`src/rtl/unsigned_fixed_point_block_averager_if.sv`:
```
// Handshake bundle between the Q5.4 sum producer, the block averager and
// the downstream Q4.4 consumer.
interface unsigned_fixed_point_block_averager_if;
    logic       in_valid;
    logic       in_ready;
    logic [8:0] in_sum;
    logic       out_valid;
    logic       out_ready;
    logic [7:0] out_avg;
    logic       out_sat;

    // Averager side: consumes samples, produces block results.
    modport slave (
        input  in_valid,
        input  in_sum,
        input  out_ready,
        output in_ready,
        output out_valid,
        output out_avg,
        output out_sat
    );

    // Environment side: produces samples, consumes block results.
    modport master (
        output in_valid,
        output in_sum,
        output out_ready,
        input  in_ready,
        input  out_valid,
        input  out_avg,
        input  out_sat
    );
endinterface

```
`src/rtl/unsigned_fixed_point_block_averager.sv`:
```
// Block averager: accumulates 2^LOG2N unsigned Q5.4 samples and emits the
// block mean as Q4.4, rounded half-up and clamped to 8'hFF.
// Legal LOG2N range is 1..6.
module unsigned_fixed_point_block_averager #(
    parameter int LOG2N = 2
) (
    input  logic clk,
    input  logic rst,
    unsigned_fixed_point_block_averager_if.slave bus
);

    // Accumulator wide enough for N full-scale samples.
    localparam int ACC_W  = 9 + LOG2N;
    // Rounded total carries one extra bit so the half-LSB add cannot wrap.
    localparam int RND_W  = ACC_W + 1;
    // Mean after the shift: always 10 bits, bits [9:8] flag saturation.
    localparam int MEAN_W = RND_W - LOG2N;

    localparam logic [RND_W-1:0] HALF     = RND_W'(1) << (LOG2N - 1);
    localparam logic [LOG2N-1:0] CNT_LAST = '1;

    localparam logic [0:0] ST_ACCUM = 1'b0;
    localparam logic [0:0] ST_HOLD  = 1'b1;

    logic [0:0]       state_q, state_d;
    logic [ACC_W-1:0] acc_q,   acc_d;
    logic [LOG2N-1:0] cnt_q,   cnt_d;
    logic [7:0]       avg_q,   avg_d;
    logic             sat_q,   sat_d;

    logic [RND_W-1:0]  total;
    logic [RND_W-1:0]  rounded;
    logic [MEAN_W-1:0] mean;
    logic              mean_sat;

    // Block total including the sample on the bus, then round and scale.
    always_comb begin
        total    = {1'b0, acc_q} + {{(LOG2N + 1){1'b0}}, bus.in_sum};
        rounded  = total + HALF;
        mean     = rounded[RND_W-1:LOG2N];
        mean_sat = |mean[MEAN_W-1:8];
    end

    // Next-state: accept samples in ACCUM, park the result in HOLD.
    always_comb begin
        state_d = state_q;
        acc_d   = acc_q;
        cnt_d   = cnt_q;
        avg_d   = avg_q;
        sat_d   = sat_q;
        case (state_q)
            ST_ACCUM: begin
                if (bus.in_valid) begin
                    if (cnt_q == CNT_LAST) begin
                        // Last sample of the block: latch the mean, restart.
                        avg_d   = mean_sat ? 8'hFF : mean[7:0];
                        sat_d   = mean_sat;
                        acc_d   = '0;
                        cnt_d   = '0;
                        state_d = ST_HOLD;
                    end else begin
                        acc_d = acc_q + {{LOG2N{1'b0}}, bus.in_sum};
                        cnt_d = cnt_q + 1'b1;
                    end
                end
            end
            ST_HOLD: begin
                // The handshake edge itself accepts no sample.
                if (bus.out_ready) begin
                    state_d = ST_ACCUM;
                end
            end
            default: state_d = ST_ACCUM;
        endcase
    end

    // State registers; reset discards any partial block or pending result.
    always_ff @(posedge clk or posedge rst) begin
        if (rst) begin
            state_q <= ST_ACCUM;
            acc_q   <= '0;
            cnt_q   <= '0;
            avg_q   <= 8'h00;
            sat_q   <= 1'b0;
        end else begin
            state_q <= state_d;
            acc_q   <= acc_d;
            cnt_q   <= cnt_d;
            avg_q   <= avg_d;
            sat_q   <= sat_d;
        end
    end

    // Handshake outputs depend on state only.
    assign bus.in_ready  = (state_q == ST_ACCUM);
    assign bus.out_valid = (state_q == ST_HOLD);
    assign bus.out_avg   = avg_q;
    assign bus.out_sat   = sat_q;

endmodule

```
`src/flat_wrapper.sv`:
```
// flat-port wrapper written by rule: the top's interface ports become plain ports
module unsigned_fixed_point_block_averager_flat 
#(
    parameter int LOG2N = 2
)
  (clk, rst, bus_in_valid, bus_in_sum, bus_out_ready, bus_in_ready, bus_out_valid, bus_out_avg, bus_out_sat);
  unsigned_fixed_point_block_averager_if bus_i ();
  input  logic clk;
  input  logic rst;
  input wire logic [$bits(bus_i.in_valid)-1:0] bus_in_valid;
  input wire logic [$bits(bus_i.in_sum)-1:0] bus_in_sum;
  input wire logic [$bits(bus_i.out_ready)-1:0] bus_out_ready;
  output wire logic [$bits(bus_i.in_ready)-1:0] bus_in_ready;
  output wire logic [$bits(bus_i.out_valid)-1:0] bus_out_valid;
  output wire logic [$bits(bus_i.out_avg)-1:0] bus_out_avg;
  output wire logic [$bits(bus_i.out_sat)-1:0] bus_out_sat;
  assign bus_i.in_valid = bus_in_valid;
  assign bus_i.in_sum = bus_in_sum;
  assign bus_i.out_ready = bus_out_ready;
  assign bus_in_ready = bus_i.in_ready;
  assign bus_out_valid = bus_i.out_valid;
  assign bus_out_avg = bus_i.out_avg;
  assign bus_out_sat = bus_i.out_sat;
  unsigned_fixed_point_block_averager #(.LOG2N(LOG2N)) u_core (.clk(clk), .rst(rst), .bus(bus_i));
endmodule
```
`config.mk`:
```
export PLATFORM = sky130hd
export DESIGN_NAME = unsigned_fixed_point_block_averager_flat
export DESIGN_NICKNAME = d
export VERILOG_FILES = /design/src/rtl/unsigned_fixed_point_block_averager_if.sv /design/src/rtl/unsigned_fixed_point_block_averager.sv /design/src/flat_wrapper.sv
export SDC_FILE = /design/constraint.sdc
export NUM_CORES = 1
export LEC_CHECK = 0
export BUFFER_PORTS_ARGS = -buffer_cell sky130_fd_sc_hd__buf_2
export CELL_PAD_IN_SITES_DETAIL_PLACEMENT = 0
export CELL_PAD_IN_SITES_GLOBAL_PLACEMENT = 2
export CORE_MARGIN = 4
export CORE_UTILIZATION = 39
export DETAILED_ROUTE_END_ITERATION = 12
export PLACE_DENSITY = 0.84
export SYNTH_ARGS = -nofsm -noshare
export SYNTH_HDL_FRONTEND = slang
export SYNTH_SLANG_ARGS = --single-unit
```
`constraint.sdc`:
```
create_clock -name clk -period 5.6 [get_ports clk]
set_input_delay 0.84 -clock clk [delete_from_list [all_inputs] [get_ports clk]]
set_output_delay 0.84 -clock clk [all_outputs]
set_load 0.02 [all_outputs]
```
* Yosys cells after proc, flatten, opt, wreduce, memory -nomap -nowiden
Index checks and enable logic that the tools add are counted.
Word-level totals: logic and storage cells 21, input port bits 13, flip-flop bits (word level) 23
Cells by class: add/sub/neg operators 4, muxes and demuxes 7, bitwise logic cells 1, reductions and logical operators 3, equal/unequal tests 1
Operators by type and width (count):
- adder 11 x 9 -> 12 bit | 1
- adder 12 x 2 -> 12 bit, second input constant | 1
- adder 11 x 9 -> 11 bit | 1
- two-way mux 11 bit | 1
- two-way mux 8 bit | 1
- two-way mux 1 bit | 3
- AND reduction 3 bit | 1
- adder 2 x 1 -> 2 bit, second input constant | 1
- == test 2 bit, second input constant | 1
- two-way mux 2 bit | 1
- case mux 1 bit (2 select lines) | 1
- AND reduction 2 bit | 1
- OR reduction 2 bit | 1
- inverter 1 bit | 1

* Logic depth before layout (Yosys ltp)
depth after elaboration 4, mapped depth 10, mapped depth without buffers 10

* Worst setup path before layout
OpenSTA, ideal clock, no wires.
kind input -> register, from in bus_in_sum[5], to reg u_core.avg_q[7] (netlist: u_core.bus.out_avg[7]), stages 9, slack 2.572 ns, path buffers 0, library setup time 0.126 ns, arrival 2.902 ns, cell sequence ha_1 inv_1 fa_1 nor2_2 a311o_1 a31oi_2 o211a_1 mux2i_4 o32a_1
Between the ends: longest elaborated chain between the ends 4
RTL lines:
- start: declaration | RTL line flat_wrapper.sv:11 | input wire logic [$bits(bus_i.in_sum)-1:0] bus_in_sum;
- adder 11 x 9 -> 12 bit (*) | RTL line unsigned_fixed_point_block_averager.sv:38 | total = {1'b0, acc_q} + {{(LOG2N + 1){1'b0}}, bus.in_sum};
- adder 12 x 2 -> 12 bit (*) | RTL line unsigned_fixed_point_block_averager.sv:39 | rounded = total + HALF;
- OR reduction 2 bit | RTL line unsigned_fixed_point_block_averager.sv:41 | mean_sat = |mean[MEAN_W-1:8];
- two-way mux 8 bit (*) | RTL line unsigned_fixed_point_block_averager.sv:56 | avg_d = mean_sat ? 8'hFF : mean[7:0];
- end signal: assignment | RTL line unsigned_fixed_point_block_averager.sv:89 | avg_q <= avg_d;
- end: declaration | RTL line unsigned_fixed_point_block_averager.sv:28 | logic [7:0] avg_q, avg_d;
Every way passes the cells marked *; elsewhere a longest branch is shown, timed or not. A chain may end at the register's enable or synchronous reset.

* Worst setup path after layout
Ends and elaborated chain as after synthesis.

==> impl_metrics.sql <==
INSERT INTO impl_metrics (metric_group, metric, value, unit) VALUES
('run_status', 'run_status', 'complete, no violations', ''),
('timing', 'slew_at_the_pin_with_the_worst_max_slew_slack', '0.906', 'ns'),
('detailed_routing', 'wirelength_per_cell', '14.4', 'um'),
('layout', 'num-fill-cells', '441', ''),
('cts', 'cts_buffer_depth', '2', ''),
('layout', 'post_route_cells_drive_above_1_share', '0.201', ''),
('logic_synthesis', 'ys_seq_area_frac', '0.321', ''),
('placed_design', 'placement.io_buffers', '23', ''),
('floorplanning', 'die_area', '5750', 'um2'),
('layout', 'syn_to_final_growth', '11.7', '%'),
('critical_path', 'crit_arrival', '3.19', 'ns'),
('floorplanning', 'ios', '24', ''),
('grt', 'antenna_found_initial', '0', ''),
('grt', 'global_route_total_usage_across_every_layer', '0.144', ''),
('cts', 'clock_insertion_delay_worst_skew', '0.26', 'ns'),
('cts', 'cts_made_buffers', '3', ''),
('timing', 'fin_skew', '0.00398', 'ns'),
('placed_design', 'gp_congestion', '0.838', ''),
('layout', 'inserted_diodes', '0', ''),
('grt', 'grt_pass1_vias', '1359', ''),
('layout', 'layout.cells.non_filler', '256', ''),
('min_path', 'worst_hold_path.num_cells', '1', ''),
('timing', 'report.final.hold_viol_count', '0', ''),
('layout', 'fin_nets', '243', ''),
('critical_path', 'reg2reg_slack', '2.83', 'ns'),
('detailed_routing', 'route.vias.total', '1392', ''),
('floorplanning', 'floorplan.initialDensity', '0.407', ''),
('timing', 'layout_worst_path_cycle_share', '0.542', ''),
('logic_synthesis', 'synth.lib_cells_used.distinct', '43', ''),
('critical_path', 'worstRegToRegCells', '9', ''),
('critical_path', 'path_cells', 'buf_2, ha_1, inv_1, fa_1, nor2_2, a311o_1, a31oi_2, o211a_1, mux2i_4, o32a_1', ''),
('critical_path', 'critical_path.max_fanout', '9', ''),
('grt', 'grt_total_ovfl', '0', ''),
('detailed_routing', 'drtPass1Iterations', '4', ''),
('min_path', 'min-delay-path-class', 'flop to flop', ''),
('critical_path', 'crit_path_end_kind', 'flop', ''),
('detailed_routing', 'post-route-drc-count', '0', ''),
('layout', 'leading_cell_types_in_the_layout_fill_and_taps_excluded', '23 x sky130_fd_sc_hd__buf_2, 23 x sky130_fd_sc_hd__dfrtp_1, 18 x sky130_fd_sc_hd__ha_1, 16 x sky130_fd_sc_hd__inv_1, 16 x sky130_fd_sc_hd__nand2_1', ''),
('timing', 'setup_violations', '0', ''),
('placed_design', 'dpl.hpwl', '2930', 'um'),
('critical_path', 'worstReg2RegEnd', 'u_core.bus.out_avg[7]$_DFFE_PP0P_', ''),
('critical_path', 'critical_path_class', 'primary input to flop', ''),
('grt', 'grt_use_met3', '0.0330', ''),
('critical_path', 'worstSetupStartpointType', 'primary input', ''),
('timing', 'fmax', '329', 'MHz'),
('placed_design', 'placed_cells_incl_taps', '252', ''),
('logic_synthesis', 'synth-edff-count', '0', ''),
('floorplanning', 'num_rows', '24', ''),
('grt', 'grt_util_met2', '0.226', ''),
('critical_path', 'crit_path_max_incr_delay', '0.62', 'ns'),
('detailed_routing', 'drt.antenna.violating_nets', '0', ''),
('timing', 'timing.slew.headroom', '0.395', ''),
('min_path', 'min_to', 'u_core.bus.out_sat$_DFFE_PP0P_', ''),
('critical_path', 'timing.critical_path.slowest_stage_cell', 'sky130_fd_sc_hd__fa_1', ''),
('detailed_routing', 'avgViaCountPerCell', '5.44', ''),
('critical_path', 'path_delay_family', 'compound AO/OA/AOI/OAI gates', ''),
('cts', 'cts_tree', 'yes', ''),
('detailed_routing', 'wirelength', '3680', 'um'),
('cts', 'cts_root_buffer', 'sky130_fd_sc_hd__clkbuf_8', ''),
('cts', 'post_cts_resize_count', '0', ''),
('power', 'power_density', '589', 'nW/um2'),
('cts', 'cts_sinks', '23', ''),
('timing', 'final_period_minus_worst_setup_slack', '3.04', 'ns'),
('logic_synthesis', 'postSynthRegisterBits', '23', ''),
('logic_synthesis', 'synth_fp_nets', '219', ''),
('logic_synthesis', 'synthesis.instances', '181', ''),
('logic_synthesis', 'ys.warnings.count', '0', ''),
('detailed_routing', 'drt_iter0_drc', '89', ''),
('flow_run', 'maxCapViolations', '0', ''),
('grt', 'met1_usage', '0.204', ''),
('cts', 'postCtsHoldBufs', '0', '');
==> cell usage after synthesis (all sizes together) (4+ instances only) <==
cell / instances / area share
fa: 7 / 0.078
o22a: 7 / 0.039
nor2b: 4 / 0.014
o21ai: 9 / 0.025
a31oi: 5 / 0.021
xor2: 4 / 0.020
dfrtp: 23 / 0.32
inv: 16 / 0.033
o31ai: 4 / 0.017
nor2: 8 / 0.018
nand2: 16 / 0.033
nand3: 4 / 0.011
ha: 18 / 0.13
a21oi: 7 / 0.022
xnor2: 10 / 0.049
==> flip-flops by register name, summed over array words and instances (netlist names) <==
signal                flops
u_core.acc_q             11
u_core.bus.out_avg        8
u_core.cnt_q              2
u_core.bus.out_sat        1
u_core.bus.out_valid      1
==> how the worst max path moves through the flow <==
stage / startpoint / to / slack, ns / depth (start not counted)
finish: bus_in_sum[5] / u_core.bus.out_avg[7]$_DFFE_PP0P_ / 2.56 / 10
floorplan: bus_in_sum[5] / u_core.bus.out_avg[7]$_DFFE_PP0P_ / 2.57 / 9
global route: bus_in_sum[5] / u_core.bus.out_avg[7]$_DFFE_PP0P_ / 2.46 / 10
global placement: bus_in_sum[5] / u_core.bus.out_avg[7]$_DFFE_PP0P_ / 2.37 / 10
detailed placement: bus_in_sum[5] / u_core.bus.out_avg[7]$_DFFE_PP0P_ / 2.30 / 10
CTS: bus_in_sum[5] / u_core.bus.out_avg[7]$_DFFE_PP0P_ / 2.58 / 10
==> routing by layer <==
layer	wire length (um)	vias to the layer above
li1	-	705
met1	1820	667
met2	1690	18
met3	151	2
met4	15	0
met5	0	-
==> per-stage QoR <==
stage          total power [uW]  hold slack, ns  area (um2)  setup slack [ns]  utilization
6_report                   1180           0.486        2010              2.56        0.454
5_1_grt                    1310           0.513        2010              2.46        0.454
4_1_cts                    1200           0.497        2010              2.58        0.454
3_5_place_dp               1090           0.476        1960              2.30        0.444
3_3_place_gp               1070           0.468        1960              2.37        0.444
2_1_floorplan               910           0.454        1800              2.57            -
==> cells by family (layout without fill, tap and decap cells) <==
| logic type | count (synthesis) | count (layout) | share of synthesized area |
|---|---|---|---|
| flops | 23 | 23 | 0.321 |
| fa+ha+maj | 25 | 25 | 0.203 |
| compound gates | 55 | 55 | 0.231 |
| mux | 3 | 3 | 0.0251 |
| xor+xnor | 14 | 14 | 0.0683 |
| simple gates | 41 | 41 | 0.109 |
| buf+inv | 20 | 43 | 0.0425 |
==> final cells by class <==
class | count | area [um2] | share of cell area
clock buffers | 3 | 41.3 | 0.0206
clock inverters | 1 | 5.00 | 0.00250
inverters | 16 | 60.1 | 0.0299
multi-input cells | 138 | 1140 | 0.570
flip-flops and latches | 23 | 576 | 0.287
well taps | 52 | 65.1 | 0.0324
repair buffers | 23 | 115 | 0.0574
==> report_power, final <==
group,internal [uW],switching [uW]
clock,49.7,53.7
combinational,341,437
sequential,245,54.1
total,636,545
No activity file was read; power rests on OpenSTA's default activity.
